===== config.mk =====
export PLATFORM = sky130hd
export DESIGN_NAME = sib_address_gen
export DESIGN_NICKNAME = d
export VERILOG_FILES = /design/src/rtl/sib_address_gen.sv
export SDC_FILE = /design/constraint.sdc
export NUM_CORES = 1
export LEC_CHECK = 0
export CORE_MARGIN = 2
export CORE_UTILIZATION = 40
export DETAILED_ROUTE_END_ITERATION = 6
export PLACE_DENSITY_LB_ADDON = 0.1
export REMOVE_ABC_BUFFERS = 1
export SLEW_MARGIN = 15
export SYNTH_ARGS = -nofsm -noshare
export SYNTH_HDL_FRONTEND = slang
export SYNTH_SLANG_ARGS = --single-unit

===== constraint.sdc =====
create_clock -name clock -period 5.2 [get_ports clock]
set_input_delay 1.04 -clock clock [delete_from_list [all_inputs] [get_ports clock]]
set_output_delay 1.04 -clock clock [all_outputs]
set_load 0.02 [all_outputs]

===== src/rtl/sib_address_gen.sv =====
// rtl/sib_address_gen.sv - SIB effective-address generator: disp collect, base/index read, sum
module sib_address_gen (
  input  logic        clock,
  input  logic        reset,
  input  logic        i_valid,
  output logic        o_ready,
  input  logic [1:0]  i_scale_factor,
  input  logic [2:0]  i_segment_reg_index,
  input  logic        i_index_reg_is_present,
  input  logic        i_base_reg_is_present,
  input  logic [2:0]  i_index_reg_index,
  input  logic [2:0]  i_base_reg_index,
  input  logic        i_displacement_size_1,
  input  logic        i_displacement_size_4,
  input  logic        i_effective_address_undefined,
  input  logic        i_disp_byte_valid,
  input  logic [7:0]  i_disp_byte,
  output logic        o_disp_byte_ready,
  output logic        o_reg_read_valid,
  output logic [2:0]  o_reg_read_index,
  input  logic [31:0] i_reg_read_data,
  output logic        o_ea_valid,
  input  logic        i_ea_ready,
  output logic [31:0] o_ea,
  output logic [2:0]  o_ea_segment_reg_index,
  output logic        o_ea_fault
);

  typedef enum logic [2:0] {
    S_IDLE,
    S_DISP,
    S_READ_BASE,
    S_READ_INDEX,
    S_SUM,
    S_OUT
  } state_t;

  state_t      state;
  logic [1:0]  scale_q;
  logic        base_present_q;
  logic        index_present_q;
  logic [2:0]  base_index_q;
  logic [2:0]  index_index_q;
  logic        size_4_q;
  logic        undefined_q;
  logic [1:0]  byte_count_q;
  logic [31:0] disp_q;
  logic [31:0] base_value_q;
  logic [31:0] index_value;
  logic        disp_last_byte;

  assign index_value    = index_present_q ? i_reg_read_data : 32'd0;
  assign disp_last_byte = !size_4_q || (byte_count_q == 2'd3);

  // Read strobes and byte-ready are registered on the transition into the
  // state that owns them, so each is high for exactly that state's cycle.
  always_ff @(posedge clock) begin
    if (reset) begin
      state                  <= S_IDLE;
      o_ready                <= 1'b1;
      o_disp_byte_ready      <= 1'b0;
      o_reg_read_valid       <= 1'b0;
      o_reg_read_index       <= 3'd0;
      o_ea_valid             <= 1'b0;
      o_ea                   <= 32'd0;
      o_ea_segment_reg_index <= 3'd0;
      o_ea_fault             <= 1'b0;
      scale_q                <= 2'd0;
      base_present_q         <= 1'b0;
      index_present_q        <= 1'b0;
      base_index_q           <= 3'd0;
      index_index_q          <= 3'd0;
      size_4_q               <= 1'b0;
      undefined_q            <= 1'b0;
      byte_count_q           <= 2'd0;
      disp_q                 <= 32'd0;
      base_value_q           <= 32'd0;
    end else begin
      o_reg_read_valid <= 1'b0;
      o_reg_read_index <= 3'd0;
      case (state)
        S_IDLE: begin
          if (i_valid) begin
            o_ready                <= 1'b0;
            scale_q                <= i_scale_factor;
            base_present_q         <= i_base_reg_is_present;
            index_present_q        <= i_index_reg_is_present;
            base_index_q           <= i_base_reg_index;
            index_index_q          <= i_index_reg_index;
            size_4_q               <= i_displacement_size_4;
            undefined_q            <= i_effective_address_undefined;
            byte_count_q           <= 2'd0;
            disp_q                 <= 32'd0;
            base_value_q           <= 32'd0;
            o_ea                   <= 32'd0;
            o_ea_segment_reg_index <= i_segment_reg_index;
            o_ea_fault             <= i_effective_address_undefined;
            if (i_displacement_size_1 || i_displacement_size_4) begin
              state             <= S_DISP;
              o_disp_byte_ready <= 1'b1;
            end else if (i_effective_address_undefined) begin
              state      <= S_OUT;
              o_ea_valid <= 1'b1;
            end else begin
              state            <= S_READ_BASE;
              o_reg_read_valid <= i_base_reg_is_present;
              o_reg_read_index <= i_base_reg_is_present ? i_base_reg_index : 3'd0;
            end
          end
        end

        S_DISP: begin
          if (i_disp_byte_valid) begin
            case (byte_count_q)
              2'd0:    disp_q[7:0]   <= i_disp_byte;
              2'd1:    disp_q[15:8]  <= i_disp_byte;
              2'd2:    disp_q[23:16] <= i_disp_byte;
              default: disp_q[31:24] <= i_disp_byte;
            endcase
            byte_count_q <= byte_count_q + 2'd1;
            if (disp_last_byte) begin
              o_disp_byte_ready <= 1'b0;
              if (!size_4_q) begin
                disp_q <= {{24{i_disp_byte[7]}}, i_disp_byte};
              end
              // Undefined operands still drain their bytes to keep the stream aligned.
              if (undefined_q) begin
                state      <= S_OUT;
                o_ea_valid <= 1'b1;
              end else begin
                state            <= S_READ_BASE;
                o_reg_read_valid <= base_present_q;
                o_reg_read_index <= base_present_q ? base_index_q : 3'd0;
              end
            end
          end
        end

        S_READ_BASE: begin
          state            <= S_READ_INDEX;
          o_reg_read_valid <= index_present_q;
          o_reg_read_index <= index_present_q ? index_index_q : 3'd0;
        end

        S_READ_INDEX: begin
          base_value_q <= base_present_q ? i_reg_read_data : 32'd0;
          state        <= S_SUM;
        end

        S_SUM: begin
          o_ea       <= base_value_q + (index_value << scale_q) + disp_q;
          o_ea_valid <= 1'b1;
          state      <= S_OUT;
        end

        S_OUT: begin
          if (i_ea_ready) begin
            o_ea_valid <= 1'b0;
            o_ready    <= 1'b1;
            state      <= S_IDLE;
          end
        end

        default: begin
          state             <= S_IDLE;
          o_ready           <= 1'b1;
          o_disp_byte_ready <= 1'b0;
          o_ea_valid        <= 1'b0;
        end
      endcase
    end
  end

endmodule


* Word level (Yosys, flattened, before mapping)
Index checks and enable logic that the tools add are counted.
Storage, ports and cells: logic and storage cells 118, input port bits 61, register bits after elaboration 123, output and inout port bits 43
Operators by class: reduce and logical (&&, ||, !) cells 20, multiplexer cells 57, bitwise logic cells 3, equality and inequality tests 16, shift-type cells 1, $add $sub $neg 3
Operator list (number):
- 32-bit 2-to-1 mux | 6
- 32-bit case mux with 2 select lines | 3
- 32-bit adder | 2
- 3-bit 2-to-1 mux | 16
- 8-bit 2-to-1 mux | 4
- 32-bit by 2-bit << shifter with 32-bit output | 1
- 1-bit 2-to-1 mux | 19
- 3-bit case mux with 6 select lines | 1
- 2-bit != test (second input constant) | 8
- 1-bit case mux with 3 select lines | 3
- 3-bit case mux with 3 select lines | 1
- 8-bit AND reduction | 1
- 4-bit OR reduction | 2
- 3-bit by 2-bit == test with 1-bit output (second input constant) | 2
- 3-bit == test (second input constant) | 2
- 2-bit AND reduction | 3
- 3-bit AND reduction | 2
- 2-bit nonzero test | 3
- 1-bit case mux with 5 select lines | 1
- 5-bit AND reduction | 1
- 2-bit == test (second input constant) | 2
- 2-bit 2-to-1 mux | 2
- 2-bit case mux with 2 select lines | 1
- 4-bit AND reduction | 1
- 10 further kinds | 13

* Logic depth before layout (Yosys ltp)
depth after elaboration 7, depth in mapped cells 16, depth with buffers taken out 14

* Worst setup path after synthesis
OpenSTA, ideal clock, no wires.
path type in2reg, from in i_reg_read_data[1], to reg o_ea[27], buffers on the path 0, path slack 1081 ps, arrival 3996 ps, cell stages on the path 12, path through mux2_2 o211a_1 fa_1 fa_1 a21o_1 a221o_1 a221o_1 o22a_1 nand2b_4 a21oi_2 xnor2_1 o21ai_2
On the way: cells in the longest elaborated chain, start to end 5
Ends and longest elaborated chain:
- from (decl) | RTL line 21 | input logic [31:0] i_reg_read_data,
- 32-bit 2-to-1 mux | RTL line 52 | assign index_value = index_present_q ? i_reg_read_data : 32'd0;
- 32-bit by 2-bit << shifter with 32-bit output | RTL line 151 | o_ea <= base_value_q + (index_value << scale_q) + disp_q;
- 32-bit adder (2 in series) | RTL line 151
- 32-bit case mux with 2 select lines | RTL line 81 | case (state)
- to (signal assigned) | RTL line 151
- to (decl) | RTL line 24 | output logic [31:0] o_ea,
No other way between the ends. A chain may end at the register's enable or synchronous reset.

* Worst setup path in the final report
from in i_reg_read_data[1], to reg o_ea[31]
Same word-level chain as after synthesis.

==> impl_metrics.csv <==
group,metric,value,unit
synth,ys_top_cells_by_count,"141 x nand2_1, 123 x dfxtp_1, 98 x nor2_1",
worst_setup_path,cp-end-kind,"flip-flop",
power,vdd_ir_drop_max,0.000249,V
clocking,ctsHoldBuffers,0,
worst_setup_path,cp_slowest_cell,"fa_1",
die,design.die.area,0.0197,mm^2
synth,synth_cell_type_count,57,
power,clockPowerShare,36.5,%
synth,syn_avg_cell_area,8.32,um^2
synth,yosys_warnings,0,
timing,relSlewSlack,33.3,%
timing,finalCritPeriodShare,85.6,%
flow_run,drv_cap,0,
die,dieHeight,140,um
drt,finalWirelength,20400,um
min_path,hp-class,"flip-flop to flip-flop",
drt,drc,0,
timing,finalHoldViolCount,0,
timing,fin_tns_setup,0,ps
grt,grt_max_degree,37,
power,p_switching,1.22,mW
drt,routed-via-count,6589,
grt,antenna_found_initial,0,
grt,grt_use_met2,32.4,%
clocking,clkTransAtPathRegs,60,ps
synth,netlist_area,0.00745,mm^2
grt,grt_pass1_vias,6151,
synth,synth_top_area_cell,"dfxtp_1",
worst_setup_path,cp.arrival,4730,ps
grt,grt.met1_usage,29.5,%
clocking,clkSinkCount,123,
clocking,clk_latency,420,ps
grt,use_met3,3.52,%
grt,gr-usage-all-layers,20.7,%
grt,busiest_layer,"met2",
synth,syn_inst,896,
worst_setup_path,required,5480,ps
finish,diodes,0,
finish,syn_to_final_growth,24.4,%
synth,yosysMostFrequentCell,"nand2_1",
worst_setup_path,crit_type,"input port to flip-flop",
power,comb_power_share,30.2,%
clocking,root_buffer,"clkbuf_16",
drt,viasPerCell,5.41,
clocking,cts_setup_buffers,0,
run_status,outcome,"finished, final reports clean",
worst_setup_path,critPathLaunchType,"input port",
die,core,0.0181,mm^2
finish,final_util,51.1,%
power,power.internal,2.22,mW
clocking,cts_tree,"built",
drt,firstDrtPassIters,5,
placement,gp_congestion,0.848,
timing,fin_skew,7.14,ps
placement,io_buffers,103,
timing,setup_viol,0,
timing,rsz0062_at_grt,"false",
die,rows,49,
power,p_per_area,370,mW/mm^2
drt,wl_per_cell,16.7,um
power,switching_share,35.4,%
timing,drv_slew,0,
finish,drive_above_1_share,5.97,%
clocking,cts_resized,0,
grt,grt_pass1_wl,32500,um
timing,min_period,4450,ps
worst_setup_path,cp_cell_sequence,"clkdlybuf4s50_1 -> mux2_2 -> o211a_1 -> fa_1 -> fa_1 -> a21o_1 -> a221o_1 -> a221o_1 -> o22a_1 -> a31oi_1 -> mux2i_1 -> o211ai_1",
power,sequentialPowerShare,33.3,%
finish,nets,1102,
clocking,numCtsBuffers,17,
synth,synth_top_flop_cell,"dfxtp_1",
drt,drt_iter0_drc,348,
synth,synth_edf_count,0,
clocking,htree_levels,4,
synth,yosysSeqAreaShare,33.0,%
die,start_util,41.1,%
die,pin_count,104,
worst_setup_path,cp_max_fo,5,
timing,clock.fmax,225,MHz
drt,detail-route-antenna-nets,0,
synth,yosys_register_bits,123,
power,p_leak,3.93,nW
clocking,clock_path_buffers,2,
synth,ys_top_cells_by_area,"dfxtp_1 33%, fa_1 8.6%, nand2_1 7.1%, ha_1 5.7%, a21oi_1 5.6%",
die,die_w,140,um
placement,dp_hpwl,15200,um
timing,worst_slew_pin_slew,997,ps
synth,synth_top_area_share,33.0,%
grt,gr-total-overflow,0,
synth,synthArstFlopShare,0,%
worst_setup_path,cpPeakStageDelay,490,ps
## cell families (layout without fill, tap and decap cells)
logic type	count (synthesis)	in the layout	share of synthesized area, %
simple gates	313	313	18.4
compound gates	254	254	21.7
flops	123	123	33.0
buf+inv	71	163	3.68
fa+ha+maj	66	66	14.3
mux	43	43	5.84
xor+xnor	26	26	3.06
## state kept, by name (all words and copies together) (netlist names), 2 cells and up
name and flops:
base_value_q 32, disp_q 32, o_ea 32, base_index_q 3, index_index_q 3, o_ea_segment_reg_index 3
o_reg_read_index 3, state 3, byte_count_q 2, scale_q 2
## layout make-up
class                   instances  area, um^2
fillers                      1780        8880
multi-input cells             702        4730
flip-flops and latches        123        2460
repair buffers                115        1120
clock buffers                  19         453
well taps                     229         287
clock inverters                13         166
inverters                      16        60.1
## critical path, delay by kind of cell
| family | cells | cell delay [ps] |
|---|---|---|
| AOI/OAI and AO/OA | 7 | 1780 |
| adders and majority gates | 2 | 970 |
| muxes | 2 | 490 |
| buffers and inverters | 1 | 450 |
## stage by stage
| step | cell area, um^2 | setup WS [ps] | hold WS, ps | power, mW | std cells |
|---|---|---|---|---|---|
| after detailed placement | 8650 | 295 | 434 | 2.20 | 1185 |
| after CTS | 9270 | 732 | 451 | 3.46 | 1217 |
| after floorplan | 7240 | 715 | 430 | 1.82 | 841 |
| after global routing | 9270 | 547 | 461 | 3.62 | 1217 |
| final | 9270 | 749 | 447 | 3.43 | 1217 |
| after global placement | 8650 | 320 | 434 | 2.19 | 1185 |
## final timing paths
path	slack, ps	start	endpoint	cells after the start
setup / recovery	750	i_reg_read_data[1]	o_ea[31]	12
setup reg to reg	970	scale_q[0]	o_ea[31]	11
hold reg to reg	450	o_ea[22]	o_ea[22]	2
hold / removal	450	o_ea[22]	o_ea[22]	2
## metal layers
metal  part of all wire, %  routed length [um]  vias to the layer above
li1                      -                   -                     3322
met1                    50               10100                     3066
met2                    44                9040                      169
met3                   4.3                 878                       32
met4                   1.8                 365                        0
met5                     0                   0                        -
## cell usage in the layout, fill, tap and decap left out, types with 3 or more instances in the layout
master / n
a211oi_1: 7
a21o_1: 19
a21oi_1: 84
a22oi_1: 43
a31oi_1: 5
a32o_1: 4
a32oi_1: 3
and2_1: 5
and3_1: 29
buf_4: 12
bufinv_16: 3
clkbuf_16: 17
clkdlybuf4s50_1: 102
clkinv_4: 3
clkinvlp_4: 3
dfxtp_1: 122
fa_1: 32
ha_1: 34
inv_1: 16
mux2_2: 4
mux2i_1: 39
nand2_1: 141
nand2b_1: 5
nand3_1: 3
nand4_1: 6
nor2_1: 98
nor2b_1: 4
nor3_1: 7
o211a_1: 5
o211ai_1: 5
o21a_1: 7
o21ai_0: 48
o21bai_1: 6
xnor2_1: 17
xor2_1: 9
## power groups by stage
stage	Clock, mW	Sequential [mW]	Combinational [mW]
4_1_cts	1.27	1.14	1.04
3_5_place_dp	0	1.16	1.03
6_report	1.25	1.14	1.04
3_3_place_gp	0	1.16	1.03
5_1_grt	1.32	1.16	1.15
2_1_floorplan	0	1.17	0.650
Power figures use the tool's default switching activity.
